--- src/rtl/cpu_trace_buffer_if.sv ---
// CPU trace buffer bus: capture inputs, control, readout and status.
// ENTRY_W follows TRACE_TIMESTAMP_EN (56 with timestamp, 40 without).
interface cpu_trace_buffer_if #(
    parameter int unsigned ADDR_W = 6
);
`ifdef TRACE_TIMESTAMP_EN
    localparam int unsigned ENTRY_W = 56;
`else
    localparam int unsigned ENTRY_W = 40;
`endif

    logic               iArm;
    logic [1:0]         iTrigMode;
    logic [15:0]        iTrigAddr;
    logic               iEof;
    logic [15:0]        iPc;
    logic [7:0]         iA;
    logic [7:0]         iFlags;
    logic               iMemWe;
    logic [15:0]        iMemAddr;
    logic [7:0]         iMemData;
    logic               iRdReq;
    logic               oRdValid;
    logic [ENTRY_W-1:0] oRdData;
    logic [1:0]         oState;
    logic [ADDR_W:0]    oCount;
    logic               oDropped;

    modport master (
        output iArm, iTrigMode, iTrigAddr, iEof, iPc, iA, iFlags,
        output iMemWe, iMemAddr, iMemData, iRdReq,
        input  oRdValid, oRdData, oState, oCount, oDropped
    );

    modport slave (
        input  iArm, iTrigMode, iTrigAddr, iEof, iPc, iA, iFlags,
        input  iMemWe, iMemAddr, iMemData, iRdReq,
        output oRdValid, oRdData, oState, oCount, oDropped
    );
endinterface

--- src/rtl/cpu_trace_buffer.sv ---
// Circular CPU trace capture with trigger and post-trigger window, drained oldest first.
// TRACE_TIMESTAMP_EN appends a 16-bit free-running cycle count to every entry.
module cpu_trace_buffer #(
    parameter int unsigned ADDR_W    = 6,
    parameter int unsigned POST_TRIG = 16
) (
    input logic               iClock,
    input logic               iReset,
    cpu_trace_buffer_if.slave bus
);
    localparam int unsigned Depth = 2 ** ADDR_W;
    localparam int unsigned PostW = $clog2(POST_TRIG + 2);
`ifdef TRACE_TIMESTAMP_EN
    localparam int unsigned ENTRY_W = 56;
`else
    localparam int unsigned ENTRY_W = 40;
`endif
    localparam logic [ADDR_W:0] CountFull = {1'b1, {ADDR_W{1'b0}}};

    typedef enum logic [1:0] {StIdle, StArmed, StPost, StDone} stateE;

    stateE               stateQ, stateD;
    logic [ADDR_W-1:0]   wrPtrQ, rdPtrQ;
    logic [ADDR_W:0]     countQ;
    logic [PostW-1:0]    postCntQ;
    logic                droppedQ;
    logic                rdValidQ;
    logic [ENTRY_W-1:0]  rdDataQ;
    logic [ENTRY_W-1:0]  mem [Depth];

    logic                evt, trigHit, storeEn;
    logic [39:0]         baseEntry;
    logic [ENTRY_W-1:0]  entry;

    assign evt = bus.iEof | bus.iMemWe;
    // A write wins over a coincident instruction end.
    assign baseEntry = bus.iMemWe ? {1'b1, 7'b0, bus.iMemAddr, bus.iMemData, 8'h00}
                                  : {1'b0, 7'b0, bus.iPc, bus.iA, bus.iFlags};

`ifdef TRACE_TIMESTAMP_EN
    logic [15:0] stampQ;
    always_ff @(posedge iClock) begin
        if (iReset) stampQ <= '0;
        else        stampQ <= stampQ + 16'd1;
    end
    assign entry = {baseEntry, stampQ};
`else
    assign entry = baseEntry;
`endif

    always_comb begin
        trigHit = 1'b0;
        unique case (bus.iTrigMode)
            2'd0:    trigHit = evt;
            2'd1:    trigHit = bus.iEof && (bus.iPc == bus.iTrigAddr);
            2'd2:    trigHit = bus.iMemWe && (bus.iMemAddr == bus.iTrigAddr);
            default: trigHit = 1'b0;
        endcase
    end

    always_comb begin
        stateD  = stateQ;
        storeEn = 1'b0;
        unique case (stateQ)
            StIdle: begin
                if (bus.iArm) stateD = StArmed;
            end
            StArmed: begin
                storeEn = evt;
                if (trigHit) stateD = StPost;
            end
            StPost: begin
                if (postCntQ == '0) begin
                    stateD = StDone;
                end else begin
                    storeEn = evt;
                    if (evt && postCntQ == PostW'(1)) stateD = StDone;
                end
            end
            StDone: begin
                // Leave once the response that emptied the buffer has been presented.
                if (countQ == '0 && rdValidQ) stateD = StIdle;
            end
        endcase
    end

    always_ff @(posedge iClock) begin
        if (iReset) begin
            stateQ   <= StIdle;
            wrPtrQ   <= '0;
            rdPtrQ   <= '0;
            countQ   <= '0;
            postCntQ <= '0;
            droppedQ <= 1'b0;
            rdValidQ <= 1'b0;
            rdDataQ  <= '0;
        end else begin
            stateQ   <= stateD;
            rdValidQ <= 1'b0;
            if (stateQ == StIdle && bus.iArm) begin
                wrPtrQ   <= '0;
                rdPtrQ   <= '0;
                countQ   <= '0;
                droppedQ <= 1'b0;
            end
            if (storeEn) begin
                wrPtrQ <= wrPtrQ + 1'b1;
                if (countQ == CountFull) rdPtrQ <= rdPtrQ + 1'b1;
                else                     countQ <= countQ + 1'b1;
                if (bus.iEof && bus.iMemWe) droppedQ <= 1'b1;
            end
            if (stateQ == StArmed && trigHit) begin
                postCntQ <= PostW'(POST_TRIG);
            end else if (stateQ == StPost && storeEn) begin
                postCntQ <= postCntQ - 1'b1;
            end
            if (stateQ == StDone && bus.iRdReq && countQ != '0) begin
                rdValidQ <= 1'b1;
                rdDataQ  <= mem[rdPtrQ];
                rdPtrQ   <= rdPtrQ + 1'b1;
                countQ   <= countQ - 1'b1;
            end
        end
    end

    always_ff @(posedge iClock) begin
        if (storeEn && !iReset) mem[wrPtrQ] <= entry;
    end

    assign bus.oState   = stateQ;
    assign bus.oCount   = countQ;
    assign bus.oDropped = droppedQ;
    assign bus.oRdValid = rdValidQ;
    assign bus.oRdData  = rdDataQ;
endmodule
--- src/flat_wrapper.sv ---
// flat-port wrapper written by rule: the top's interface ports become plain ports
module cpu_trace_buffer_flat 
#(
    parameter int unsigned ADDR_W    = 6,
    parameter int unsigned POST_TRIG = 16
)
  (iClock, iReset, bus_iArm, bus_iTrigMode, bus_iTrigAddr, bus_iEof, bus_iPc, bus_iA, bus_iFlags, bus_iMemWe, bus_iMemAddr, bus_iMemData, bus_iRdReq, bus_oRdValid, bus_oRdData, bus_oState, bus_oCount, bus_oDropped);
  cpu_trace_buffer_if #(.ADDR_W(ADDR_W)) bus_i ();
  input logic iClock;
  input logic iReset;
  input wire logic [$bits(bus_i.iArm)-1:0] bus_iArm;
  input wire logic [$bits(bus_i.iTrigMode)-1:0] bus_iTrigMode;
  input wire logic [$bits(bus_i.iTrigAddr)-1:0] bus_iTrigAddr;
  input wire logic [$bits(bus_i.iEof)-1:0] bus_iEof;
  input wire logic [$bits(bus_i.iPc)-1:0] bus_iPc;
  input wire logic [$bits(bus_i.iA)-1:0] bus_iA;
  input wire logic [$bits(bus_i.iFlags)-1:0] bus_iFlags;
  input wire logic [$bits(bus_i.iMemWe)-1:0] bus_iMemWe;
  input wire logic [$bits(bus_i.iMemAddr)-1:0] bus_iMemAddr;
  input wire logic [$bits(bus_i.iMemData)-1:0] bus_iMemData;
  input wire logic [$bits(bus_i.iRdReq)-1:0] bus_iRdReq;
  output wire logic [$bits(bus_i.oRdValid)-1:0] bus_oRdValid;
  output wire logic [$bits(bus_i.oRdData)-1:0] bus_oRdData;
  output wire logic [$bits(bus_i.oState)-1:0] bus_oState;
  output wire logic [$bits(bus_i.oCount)-1:0] bus_oCount;
  output wire logic [$bits(bus_i.oDropped)-1:0] bus_oDropped;
  assign bus_i.iArm = bus_iArm;
  assign bus_i.iTrigMode = bus_iTrigMode;
  assign bus_i.iTrigAddr = bus_iTrigAddr;
  assign bus_i.iEof = bus_iEof;
  assign bus_i.iPc = bus_iPc;
  assign bus_i.iA = bus_iA;
  assign bus_i.iFlags = bus_iFlags;
  assign bus_i.iMemWe = bus_iMemWe;
  assign bus_i.iMemAddr = bus_iMemAddr;
  assign bus_i.iMemData = bus_iMemData;
  assign bus_i.iRdReq = bus_iRdReq;
  assign bus_oRdValid = bus_i.oRdValid;
  assign bus_oRdData = bus_i.oRdData;
  assign bus_oState = bus_i.oState;
  assign bus_oCount = bus_i.oCount;
  assign bus_oDropped = bus_i.oDropped;
  cpu_trace_buffer #(.ADDR_W(ADDR_W), .POST_TRIG(POST_TRIG)) u_core (.iClock(iClock), .iReset(iReset), .bus(bus_i));
endmodule
--- config.mk ---
export PLATFORM = sky130hd
export DESIGN_NAME = cpu_trace_buffer_flat
export DESIGN_NICKNAME = d
export VERILOG_FILES = /design/src/rtl/cpu_trace_buffer_if.sv /design/src/rtl/cpu_trace_buffer.sv /design/src/flat_wrapper.sv
export SDC_FILE = /design/constraint.sdc
export NUM_CORES = 2
export LEC_CHECK = 0
export ABC_CLOCK_PERIOD_IN_PS = 13000
export CAP_MARGIN = 20
export CORE_MARGIN = 5
export CORE_UTILIZATION = 35
export CTS_CLUSTER_DIAMETER = 60
export CTS_CLUSTER_SIZE = 14
export DETAILED_ROUTE_END_ITERATION = 8
export DONT_BUFFER_PORTS = 1
export GPL_TIMING_DRIVEN = 0
export MAX_ROUTING_LAYER = met4
export SETUP_SLACK_MARGIN = 0.2
export SKIP_CTS_REPAIR_TIMING = 1
export SLEW_MARGIN = 10
export SYNTH_ARGS = -nofsm -noshare
export SYNTH_HDL_FRONTEND = slang
export SYNTH_SLANG_ARGS = --single-unit
--- constraint.sdc ---
create_clock -name iClock -period 13 [get_ports iClock]
set_input_delay 2.6 -clock iClock [delete_from_list [all_inputs] [get_ports iClock]]
set_output_delay 2.6 -clock iClock [all_outputs]
set_load 0.005 [all_outputs]
==> impl_results.md <==
- Status: complete, no violations
- Final Setup Violations: 0
- Antenna Nets Post-Route: 0
- Max Freq: 151 MHz
- Die area: 0.252 mm^2
- Worst skew pair latency: 0.84 ns
- I/O pins: 131
- Worst-Margin Slew: 1.27 ns
- Leakage: 28.9 nW
- Cell Area, Synth: 0.0848 mm^2
- Placeable core area: 0.241 mm^2
- Final nets: 4,459
- Unique cell type count in the Yosys netlist: 66
- Setup TNS: 0 ns
- Gr busiest metal: met2
- Crit share post-route: 50.8%
- VDD IR-drop max: 0.152 mV
- DRC: 0
- Mean Syn Cell Area: 21.1 um^2
- Final hold viol count: 0
- Most common flop cell mapped by yosys: edfxtp_1
- Post-synth EDFFs: 2,112
- Most frequent cells in the layout: edfxtp_1 (2,112), mux4_2 (454), mux2i_1 (249)
- Iteration-0 DRC Markers: 6,246
- RSZ-0062 raised after global routing: no
- Grt met2 use: 32.0%
- Pre-CTS WS: 5.70 ns
- Asr flop ratio synth: 0%
- Total gr overflow: 0
- Clock Tree Root: clkbuf_16
- Crit path kind: in -> reg
- H-Tree Depth: 4
- CP max FO: 65
- Placed Area: 0.0927 mm^2
- Vias in the first global route: 44.1k
- Most common cell after layout, fill and taps aside: edfxtp_1
- CP required: 13.49 ns
- Crit path capture type: flip-flop
- Rows: 180
- Drt wl/cell: 34.6 um
- Final setup skew: 0.0441 ns
- First-pass GRT wire length: 362 mm
- Sequential fraction of the synthesis area: 76.3%
- Clk slew on worst S/H paths: 0.07 ns
- Input/output buffers: 0
- Die H: 502 um
- WP data arrival: 7.10 ns
- Vias per Instance: 5.86
- CTS Buffer Depth: 3
- Max-Cap Viols: 0
- Met3 GRT Util: 5.11%
- Syn-to-layout area delta: 15.7%
- Met1 Usage GRT: 28.2%
- CTS tree: built
- Yosys reg bits: 2,173
- Dpl cells: 7,363
- Initial antenna violation count: 11
- Hold Path Class: reg -> reg
- CTS buffer count: 179
- Worst rel slew slack: 15.4%
- Final wirelength: 265 mm
- Hold Slack: 0.496 ns
- Post-layout minimum cycle time: 6.61 ns
- GRT Total Usage: 21.2%
- Largest net degree at the start of global routing: 66
- Final Core Density: 40.7%
- Critical Path Start Type: input port
- Final non-filler cell total: 7,659
- Cells after synthesis: 4,021
- CTS Sinks: 2,173
- Total power: 13.5 mW
- Layout cell share with drive strength beyond 1: 24.4%
- Initial DRT Pass Iterations: 7
- Post-DP HPWL: 182 mm
- Final Instance Area: 0.0981 mm^2
- Final Slew Violations: 0
- Routed vias: 44.9k
- Fin worst setup slack: 6.39 ns
- GP Congestion: 0.911
- PwrDens: 138 mW/mm^2
- Initial Util: 35.2%
- Yosys warns: 0
- DIE WIDTH: 502 um
worst paths after layout:
check | startpoint | endpoint | slack [ns] | cells after the start
setup / recovery | bus_iMemWe | u_core.mem[33][17]$_DFFE_PP_ | 6.39 | 8
hold reg to reg | u_core.bus.oDropped$_SDFF_PP0_ | u_core.bus.oDropped$_SDFF_PP0_ | 0.50 | 2
hold / removal | u_core.bus.oDropped$_SDFF_PP0_ | u_core.bus.oDropped$_SDFF_PP0_ | 0.50 | 2
setup reg to reg | u_core.postCntQ[0]$_SDFFE_PP0P_ | u_core.mem[33][17]$_DFFE_PP_ | 8.24 | 10
routing by layer:
layer | vias to the layer above | routed length, um
li1 | 17451 | -
met1 | 24146 | 103000
met2 | 2770 | 121000
met3 | 514 | 29000
met4 | 0 | 11300
met5 | - | 0
cell usage after synthesis (all sizes together), types with 29 or more instances:
cell type | count | area share (%)
edfxtp | 2112 | 75
clkbuf | 74 | 0.33
a21oi | 86 | 0.51
a32oi | 30 | 0.31
dfxtp | 61 | 1.4
nor2 | 135 | 0.60
mux4 | 462 | 12
nand2 | 151 | 0.67
a221o | 29 | 0.34
mux2 | 38 | 0.50
o21ai | 53 | 0.31
buf | 162 | 1.6
mux2i | 249 | 2.9
nand3 | 37 | 0.22
final cells by class:
cell class              count  area, um^2
fillers                 20807      143000
flip-flops and latches   2173       64600
multi-input cells        1606       19000
clock buffers             253        4940
well taps                3185        3990
repair buffers            159        3460
plain buffers             237        1670
clock inverters            28         310
inverters                  11        41.3
diodes                      7        17.5
critical path, stage by stage:
cell	delay [ns]
clkbuf_1	0.70
nor2_1	0.18
nor3b_1	0.59
clkbuf_1	0.54
buf_2	0.37
nand3_1	0.73
nor2_4	0.94
buf_12	0.28
sequential cells by signal, indices dropped and copies added (netlist names):
name and flops:
u_core.bus.oCount 7, u_core.mem 2112, u_core.rdPtrQ 6, u_core.postCntQ 5, u_core.wrPtrQ 6, u_core.bus.oRdValid 1
u_core.bus.oRdData 33, u_core.bus.oState 2, u_core.bus.oDropped 1
report_power, final:
group	total (mW)	switching, mW	internal [mW]	leakage (nW)
clock network	5.16	2.46	2.70	2.53
logic	0.592	0.393	0.199	7.34
registers	7.78	0.0416	7.74	19.0
kinds of logic after synthesis:
| group | after synthesis | share of synthesized area (%) |
|---|---|---|
| AOI/OAI and AO/OA | 381 | 3.22 |
| xor gates and xnor gates | 35 | 0.362 |
| adders and majority gates | 12 | 0.177 |
| buffers and inverters | 248 | 2.01 |
| DFF | 2173 | 76.3 |
| muxes | 749 | 15.8 |
| other | 1 | 0.00442 |
| and+or+nand+nor | 422 | 2.22 |
(Power assumes the default switching activity.)
